[src/rtl/lanzones_pkg.sv]
// lanzones_pkg: shared state/owner encodings and memory port widths for the lanzones arbiter
package lanzones_pkg;
  typedef enum logic {IDLE, BUSY} state_t;
  typedef enum logic {OWN_I, OWN_D} owner_t;
  localparam int DW = 32;
  localparam int SW = 4;
endpackage

[src/rtl/lanzones_rr_pick.sv]
// lanzones_rr_pick: 2-way picker; reqs[0]=fetch, reqs[1]=data, last=previous owner, winner=chosen port
module lanzones_rr_pick
  import lanzones_pkg::*;
#(
  parameter bit DPRIO = 1'b0
) (
  input  logic [1:0] reqs,
  input  owner_t     last,
  output owner_t     winner
);
  always_comb winner = (reqs == 2'b11) ? ((DPRIO || last == OWN_I) ? OWN_D : OWN_I)
                                       : (reqs[1] ? OWN_D : OWN_I);
endmodule

[src/rtl/lanzones_mem_arbiter.sv]
// lanzones_mem_arbiter: fetch (i_*) and load/store (d_*) ports share one memory port (R*), one access at a time, with watchdog abort (err)
module lanzones_mem_arbiter
  import lanzones_pkg::*;
#(
  parameter bit DPRIO   = 1'b0,
  parameter int TIMEOUT = 64
) (
  input  logic          clk,
  input  logic          rst,
  input  logic          i_req,
  input  logic [DW-1:0] i_addr,
  output logic          i_gnt,
  output logic          i_rvld,
  output logic [DW-1:0] i_rdata,
  input  logic          d_req,
  input  logic          d_we,
  input  logic [SW-1:0] d_strb,
  input  logic [DW-1:0] d_addr,
  input  logic [DW-1:0] d_wdata,
  output logic          d_gnt,
  output logic          d_rvld,
  output logic [DW-1:0] d_rdata,
  output logic          err,
  output logic          RRdy,
  output logic [DW-1:0] RAddr,
  output logic          RWEn,
  output logic [SW-1:0] RWStrobe,
  output logic [DW-1:0] RWData,
  input  logic          RVld,
  input  logic [DW-1:0] RData
);
  state_t state_q, state_d;
  owner_t owner_q, owner_d, last_q, last_d, win;
  logic [7:0] wd_q, wd_d;
  logic we_q, we_d, rrdy_q, rrdy_d, rwen_q, rwen_d, i_gnt_q, i_gnt_d, d_gnt_q, d_gnt_d;
  logic [DW-1:0] raddr_q, raddr_d, rwdata_q, rwdata_d;
  logic [SW-1:0] rwstrb_q, rwstrb_d;
  logic tmo, done, launch;
  lanzones_rr_pick #(.DPRIO(DPRIO)) u_pick (.reqs({d_req, i_req}), .last(last_q), .winner(win));
  // rst gates completion so an access dropped by reset never reports rvld
  assign tmo    = !rst && state_q == BUSY && wd_q == 8'(TIMEOUT - 1);
  assign done   = !rst && state_q == BUSY && (RVld || tmo);
  assign launch = state_q == IDLE || done;
  assign i_rvld  = done && owner_q == OWN_I;
  assign d_rvld  = done && owner_q == OWN_D;
  assign err     = tmo;
  assign i_rdata = (i_rvld && !tmo) ? RData : '0;
  assign d_rdata = (d_rvld && !tmo && !we_q) ? RData : '0;
  assign i_gnt    = i_gnt_q;
  assign d_gnt    = d_gnt_q;
  assign RRdy     = rrdy_q;
  assign RAddr    = raddr_q;
  assign RWEn     = rwen_q;
  assign RWStrobe = rwstrb_q;
  assign RWData   = rwdata_q;
  always_comb begin
    state_d  = state_q;
    owner_d  = owner_q;
    last_d   = last_q;
    we_d     = we_q;
    wd_d     = (state_q == BUSY && !RVld && wd_q != 8'hff) ? wd_q + 8'd1 : wd_q;
    rrdy_d   = rrdy_q;
    raddr_d  = raddr_q;
    rwstrb_d = rwstrb_q;
    rwdata_d = rwdata_q;
    rwen_d   = 1'b0;
    i_gnt_d  = 1'b0;
    d_gnt_d  = 1'b0;
    if (launch && (i_req || d_req)) begin
      state_d  = BUSY;
      owner_d  = win;
      last_d   = win;
      we_d     = win == OWN_D && d_we;
      wd_d     = '0;
      rrdy_d   = 1'b1;
      raddr_d  = win == OWN_D ? d_addr : i_addr;
      rwen_d   = we_d;
      rwstrb_d = we_d ? d_strb : '0;
      rwdata_d = we_d ? d_wdata : '0;
      i_gnt_d  = win == OWN_I;
      d_gnt_d  = win == OWN_D;
    end else if (done) begin
      state_d  = IDLE;
      we_d     = 1'b0;
      wd_d     = '0;
      rrdy_d   = 1'b0;
      raddr_d  = '0;
      rwstrb_d = '0;
      rwdata_d = '0;
    end
  end
  always_ff @(posedge clk) begin
    if (rst) begin
      state_q  <= IDLE;
      owner_q  <= OWN_I;
      last_q   <= OWN_D;
      we_q     <= 1'b0;
      wd_q     <= '0;
      rrdy_q   <= 1'b0;
      raddr_q  <= '0;
      rwstrb_q <= '0;
      rwdata_q <= '0;
      rwen_q   <= 1'b0;
      i_gnt_q  <= 1'b0;
      d_gnt_q  <= 1'b0;
    end else begin
      state_q  <= state_d;
      owner_q  <= owner_d;
      last_q   <= last_d;
      we_q     <= we_d;
      wd_q     <= wd_d;
      rrdy_q   <= rrdy_d;
      raddr_q  <= raddr_d;
      rwstrb_q <= rwstrb_d;
      rwdata_q <= rwdata_d;
      rwen_q   <= rwen_d;
      i_gnt_q  <= i_gnt_d;
      d_gnt_q  <= d_gnt_d;
    end
  end
endmodule
[config.mk]
export PLATFORM = sky130hd
export DESIGN_NAME = lanzones_mem_arbiter
export DESIGN_NICKNAME = d
export VERILOG_FILES = /design/src/rtl/lanzones_pkg.sv /design/src/rtl/lanzones_rr_pick.sv /design/src/rtl/lanzones_mem_arbiter.sv
export SDC_FILE = /design/constraint.sdc
export NUM_CORES = 1
export LEC_CHECK = 0
export ABC_AREA = 1
export BUFFER_PORTS_ARGS = -buffer_cell sky130_fd_sc_hd__buf_2
export CAP_MARGIN = 30
export CORE_ASPECT_RATIO = 0.8
export CORE_MARGIN = 2
export CORE_UTILIZATION = 36
export DETAILED_ROUTE_END_ITERATION = 12
export MAX_ROUTING_LAYER = met4
export PLACE_DENSITY = 0.73
export RECOVER_POWER = 25
export SLEW_MARGIN = 20
export SYNTH_ARGS = -nofsm -noshare
export SYNTH_HDL_FRONTEND = slang
export SYNTH_SLANG_ARGS = --single-unit
[constraint.sdc]
create_clock -name clk -period 1.7 [get_ports clk]
set_input_delay 0 -clock clk [delete_from_list [all_inputs] [get_ports clk]]
set_output_delay 0 -clock clk [all_outputs]
set_load 0.05 [all_outputs]
==> results of run 1 <==
==> stage by stage <==
step | util (%) | total power [uW]
floorplan | - | 3000
global placement | 56.83 | 3415
detailed placement | 56.83 | 3425
CTS | 64.53 | 5556
global route | 68.23 | 5905
finish | 68.23 | 5674
==> worst paths after layout <==
path / from / to / slack [ns] / cells past startpoint
setup / recovery: wd_q[1]$_SDFFE_PP0P_ / i_rdata[1] / -0.27 / 9
hold / removal: d_wdata[1] / RWData[1]$_SDFFE_PP0P_ / -0.004 / 5
setup reg to reg: wd_q[1]$_SDFFE_PP0P_ / RWData[10]$_SDFFE_PP0P_ / -0.07 / 11
hold reg to reg: last_q$_SDFFE_PP1P_ / last_q$_SDFFE_PP1P_ / 0.45 / 2
==> critical path, delay by kind of cell (launching register included) <==
| kind | cells | cell delay [ns] |
|---|---|---|
| adders and majority gates | 1 | 0.15 |
| AOI/OAI and AO/OA | 1 | 0.18 |
| buffers and inverters | 2 | 0.37 |
| DFF | 1 | 0.35 |
| and+or+nand+nor | 5 | 0.57 |
==> area by class of cell <==
cell class              instances  area, um2  share of cell area (%)
repair buffers                341       2708                   34.33
multi-input cells             447       2701                   34.25
clock inverters                 6      88.84                   1.126
well taps                     148      185.2                   2.348
clock buffers                   9      225.2                   2.855
inverters                      83      311.5                   3.950
flip-flops and latches         83       1668                   21.15
==> power by group <==
group	leakage, uW	internal [uW]	switching (uW)
combinational	0.00294	555	970
sequential	0.000678	2030	46.9
clock	0.000156	1280	784
total	0.00378	3870	1800
==> repair_timing <==
item	4_1_cts	5_1_grt
endpoints found under the setup margin	72	146
gates cloned	1	9
endpoints found under the hold margin	6	0
pin swaps	5	13
gates resized for setup	136	48
setup buffers	6	9
hold buffers	6	0
==> logic make-up (layout without fill, tap and decap cells) <==
logic type / after synthesis / count (layout) / share of synthesized area, %
DFF: 83 / 83 / 38.84
AOI/OAI and AO/OA: 91 / 91 / 11.76
and+or+nand+nor: 350 / 351 / 36.09
adders and majority gates: 1 / 1 / 0.2924
buffers and inverters: 130 / 439 / 12.20
xor gates and xnor gates: 4 / 4 / 0.8191
==> sequential cells by signal, indices dropped and copies added, names as in the netlist, 4 cells and up <==
signal,cells
RWData,32
RAddr,32
RWStrobe,4
wd_q,8
==> cell usage in the layout, fill, tap and decap left out, types with 3 or more instances in the layout <==
| cell | netlist | layout |
|---|---|---|
| buf_2 | 15 | 192 |
| nand3_1 | 103 | 101 |
| nand2_1 | 100 | 97 |
| inv_1 | 81 | 81 |
| dfxtp_1 | 83 | 80 |
| nor2_4 | 0 | 65 |
| buf_6 | 0 | 58 |
| o21ai_1 | 44 | 52 |
| nor2_1 | 108 | 44 |
| and2_0 | 32 | 32 |
| buf_4 | 4 | 28 |
| a21oi_1 | 20 | 19 |
| clkbuf_1 | 25 | 18 |
| clkbuf_16 | 0 | 16 |
| buf_8 | 0 | 15 |
| buf_12 | 0 | 15 |
| o2111ai_1 | 11 | 11 |
| o21ai_0 | 14 | 6 |
| dlygate4sd3_1 | 0 | 6 |
| nand2_4 | 0 | 4 |
| xor2_1 | 3 | 3 |
==> per-layer routing <==
layer | part of all wire, % | global-route usage (%) | vias up
li1 | - | - | 2713
met1 | 41 | 28.61 | 2428
met2 | 51 | 40.46 | 234
met3 | 7.3 | 5.283 | 19
met4 | 1.3 | 6.340 | 0
met5 | 0 | - | -
==> run_results.csv, run 1 <==
group,metric,value,unit
outcome,outcome,"complete, but fails checks",
outcome,violations,"negative hold slack, negative setup slack",
synthesis,yosysWarnings,0,
timing,worst_slew_pin_slew,0.6726,ns
synthesis,synth_cells,659,
routing,drt_iter0_drc,231,
synthesis,synth_edf_count,0,
routing,ant_nets,0,
routing,vias,5394,
timing,hold_ws,-0.004354,ns
timing,tns,-14.85,ns
synthesis,synthMostInstantiatedCell,"nor2_1",
routing,firstDrtPassIters,5,
pwr,p_per_area,719.4,nW/um2
routing,wire_per_inst,14.53,um
finish,diodes,0,
placement,gp_congestion,0.8778,
global_route,grt_pass1_wl,23.97,mm
die,row_count,35,
synthesis,async_flop_share,0,%
critical_path,required,1.70,ns
synthesis,synth_nets,798,
critical_path,path_cells,"ha_4 -> nand3_4 -> nor2_4 -> nand2_4 -> a21oi_4 -> nand2_4 -> clkbuf_16 -> nor2_4 -> buf_6",
critical_path,path_max_fanout,6,
die,core,11560,um2
clock_tree,cts.sinks,83,
die,dieArea,12780,um2
synthesis,synth.distinct_cells,24,
timing,fmax,0.5065,GHz
timing,rsz0062_at_grt,"yes",
global_route,antenna_found_initial,0,
pwr,leakagePower,0.003777,uW
timing,slew_viol_final,0,
critical_path,crit_path_max_incr_delay,0.35,ns
synthesis,synth_ff_type,"dfxtp_1",
die,die_w,125.9,um
critical_path,slowest_stage,"dfxtp_2",
timing,hold_viol,2,
clock_tree,clockBufferDepth,2,
clock_tree,clkTransAtPathRegs,0.07,ns
synthesis,synth_top_area_share,38.84,%
clock_tree,clkLatencyLatePin,0.34,ns
global_route,grt_overflow,0,
synthesis,synth_top_cell_by_area,"dfxtp_1",
synthesis,yosysSeqAreaShare,38.84,%
clock_tree,cts_buffers,9,
timing,min_period,1.974,ns
die,num_io_pins,277,
critical_path,startpoint_type,"register",
routing,drt_wl_total,16.23,mm
placement,pre_cts_ws,-0.008045,ns
synthesis,synth.area.top_cells,"dfxtp_1 39%, nand3_1 12%, nor2_1 9.5%",
global_route,grt_max_degree,40,
clock_tree,cts_tree,"built",
placement,dp_hpwl,10.74,mm
critical_path,critPathKind,"reg -> out",
pwr,peakVddDrop,0.4288,mV
placement,placedCellCount,1073,
hold_path,hp-class,"in -> reg",
job,max-cap-violations,0,
finish,final_cell_count_no_fill,1117,
critical_path,worst_ep_arrival_time,1.97,ns
finish,fill_cells,946,
critical_path,end_kind,"output pin",
die,initial_core_util,37.00,%
global_route,grt_pass1_vias,4868,
clock_tree,htreeDepth,3,
finish,nets,1104,
die,die_h,101.5,um
timing,slew-limit-headroom,55.11,%
synthesis,ys_seq_elements,83,
placement,portBuffers,276,
routing,vias_per_cell,4.829,
clock_tree,root_buffer,"clkbuf_16",
synthesis,netlist_area,4278,um2
routing,detail_route.drc_violations,0,
timing,period_share,116.1,%
timing,worst_slack,-0.2742,ns
placement,dpl_cell_area,6570,um2
finish,drive_above_1_share,42.93,%
synthesis,synth_area_per_cell,6.491,um2
global_route,track_usage,23.71,%
finish,area_growth,84.38,%
synthesis,yosys-top-cells-count,"108 x nor2_1, 103 x nand3_1, 100 x nand2_1",
timing,finClkSkew,0.01087,ns
timing,setup_violations,103,
finish,final_area,7888,um2
Power figures use the tool's default switching activity.
==> run 2: changes to the inputs <==
--- a/config.mk
+++ b/config.mk
@@ -13,7 +13,7 @@
 export CORE_UTILIZATION = 36
 export DETAILED_ROUTE_END_ITERATION = 12
 export MAX_ROUTING_LAYER = met4
-export PLACE_DENSITY = 0.73
+export PLACE_DENSITY = 0.71
 export RECOVER_POWER = 25
 export SLEW_MARGIN = 20
 export SYNTH_ARGS = -nofsm -noshare
==> run_results.csv, run 2 (synthesized netlist as in run 1, its figures left out) <==
group,metric,value,unit
timing,rsz0062_at_grt,"yes",
placement,portBuffers,276,
critical_path,path_max_fanout,11,
die,row_count,35,
critical_path,slowest_stage,"dfxtp_2",
critical_path,r2r_start,"wd_q[1]$_SDFFE_PP0P_",
finish,final_common_cell,"buf_2",
critical_path,reg2reg_depth,11,
die,die_h,101.5,um
timing,hold_viol,0,
outcome,violations,"negative setup slack",
finish,final_area,7684,um2
die,num_io_pins,277,
die,core,11560,um2
routing,detail_route.drc_violations,0,
timing,finClkSkew,0.007929,ns
global_route,track_usage,25.44,%
placement,dpl_cell_area,6568,um2
critical_path,path_cells,"ha_4 -> nand3_4 -> nor2_4 -> nand2_4 -> a21oi_4 -> nand2_4 -> buf_16 -> nor2_4 -> buf_8",
global_route,grt_max_degree,40,
routing,drt_iter0_drc,229,
critical_path,required,1.70,ns
critical_path,cp.depth,9,
routing,top_layer_used,"met4",
critical_path,worst_ep_arrival_time,1.94,ns
critical_path,startpoint_type,"register",
routing,routed-wl-met2,8.528,mm
global_route,antenna_found_initial,1,
routing,vias_per_cell,4.841,
finish,final_cell_mix,"192 x buf_2, 101 x nand3_1, 97 x nand2_1, 81 x inv_1, 80 x dfxtp_1",
timing,worst_slew_pin_slew,0.6350,ns
routing,vias,5378,
clock_tree,cts_buffers,9,
critical_path,crit_path_max_incr_delay,0.35,ns
timing,period_share,113.9,%
critical_path,r2r-end,"RWData[9]$_SDFFE_PP0P_",
finish,nets,1096,
clock_tree,root_buffer,"clkbuf_16",
finish,final_cell_count_no_fill,1111,
global_route,grt_overflow,0,
critical_path,startpoint,"wd_q[1]$_SDFFE_PP0P_",
placement,placedCellCount,1072,
global_route,grt_pass1_vias,5072,
routing,ant_nets,0,
timing,fmax,0.5166,GHz
finish,area_growth,79.61,%
routing,drt_wl_total,16.88,mm
clock_tree,htreeDepth,3,
clock_tree,clkTransAtPathRegs,0.06,ns
critical_path,critPathKind,"reg -> out",
timing,slew-limit-headroom,57.85,%
clock_tree,clkLatencyLatePin,0.34,ns
routing,wire_per_inst,15.20,um
timing,hold_ws,0.004836,ns
pwr,peakVddDrop,0.4878,mV
pwr,p_per_area,749.0,nW/um2
placement,dp_hpwl,11.21,mm
die,initial_core_util,37.00,%
placement,pre_cts_ws,0.01347,ns
routing,met3_length,1.131,mm
critical_path,endpoint,"i_rdata[18]",
critical_path,end_kind,"output pin",
pwr,finalPower,5755,uW
timing,setup_violations,137,
outcome,outcome,"complete, but fails checks",
pwr,leakagePower,0.003675,uW
clock_tree,cts_tree,"built",
routing,firstDrtPassIters,4,
clock_tree,cts.sinks,83,
critical_path,r2r_setup_slack,-0.15,ns
critical_path,cp_top_family,"simple AND/OR/NAND/NOR gates",
job,max-cap-violations,0,
critical_path,cp.buffers_inverters,2,
timing,slew_viol_final,0,
hold_path,hp-class,"in -> reg",
placement,gp_congestion,0.8899,
clock_tree,clockBufferDepth,2,
timing,min_period,1.936,ns
finish,drive_above_1_share,42.00,%
die,die_w,125.9,um
routing,wl_met1,6.793,mm
die,dieArea,12780,um2
global_route,grt_pass1_wl,25.26,mm
timing,worst_slack,-0.2359,ns
==> run 2: final cells by class <==
type	count	area, um2
antenna	1	2.502
sequential	83	1668
clock inverter	6	97.59
timing repair buffer	334	2506
tap	148	185.2
inverter	83	311.5
clock buffer	10	250.2
multi-input combinational	446	2663
fill	981	3877
==> run 2: timing repair <==
| action | in CTS | in global routing |
|---|---|---|
| pin swaps | 4 | 3 |
| hold buffers | 12 | 0 |
| buffers inserted | 4 | 3 |
| cloned | 1 | 2 |
| endpoints found under the setup margin | 64 | 141 |
| resized for setup | 128 | 36 |
| endpoints found under the hold margin | 12 | 0 |
==> run 2: power by group <==
group	internal (uW)	switching, uW
registers	2030	47.3
clock network	1400	850
logic	471	949
total	3910	1850
==> run 2: per-stage QoR <==
step | setup TNS, ns | util [%]
floorplan | -11.13 | -
global placement | 0 | 56.81
detailed placement | 0 | 56.81
CTS | -9.848 | 64.83
global route | -30.64 | 66.46
finish | -18.19 | 66.46
==> run 2: worst min path at each step <==
stage | startpoint | end | depth (start not counted)
finish | d_wdata[28] | RWData[28]$_SDFFE_PP0P_ | 5
global route | d_wdata[19] | RWData[19]$_SDFFE_PP0P_ | 5
CTS | d_wdata[25] | RWData[25]$_SDFFE_PP0P_ | 5
detailed placement | rst | owner_q$_SDFFE_PP0P_ | 4
global placement | rst | owner_q$_SDFFE_PP0P_ | 4
floorplan | rst | owner_q$_SDFFE_PP0P_ | 3
==> run 2: worst register-to-register path, delay by kind of cell, from the launching register on <==
family	cells	cell delay, ns
buffers and inverters	3	0.47
and+or+nand+nor	6	0.65
adders and majority gates	1	0.15
DFF	1	0.35
AOI/OAI and AO/OA	1	0.08
==> run 2: layer usage <==
layer	vias up	global-route usage, %
met4	0	10.14
met2	234	44.91
met3	35	6.445
met1	2413	27.79
met5	-	-
li1	2696	-
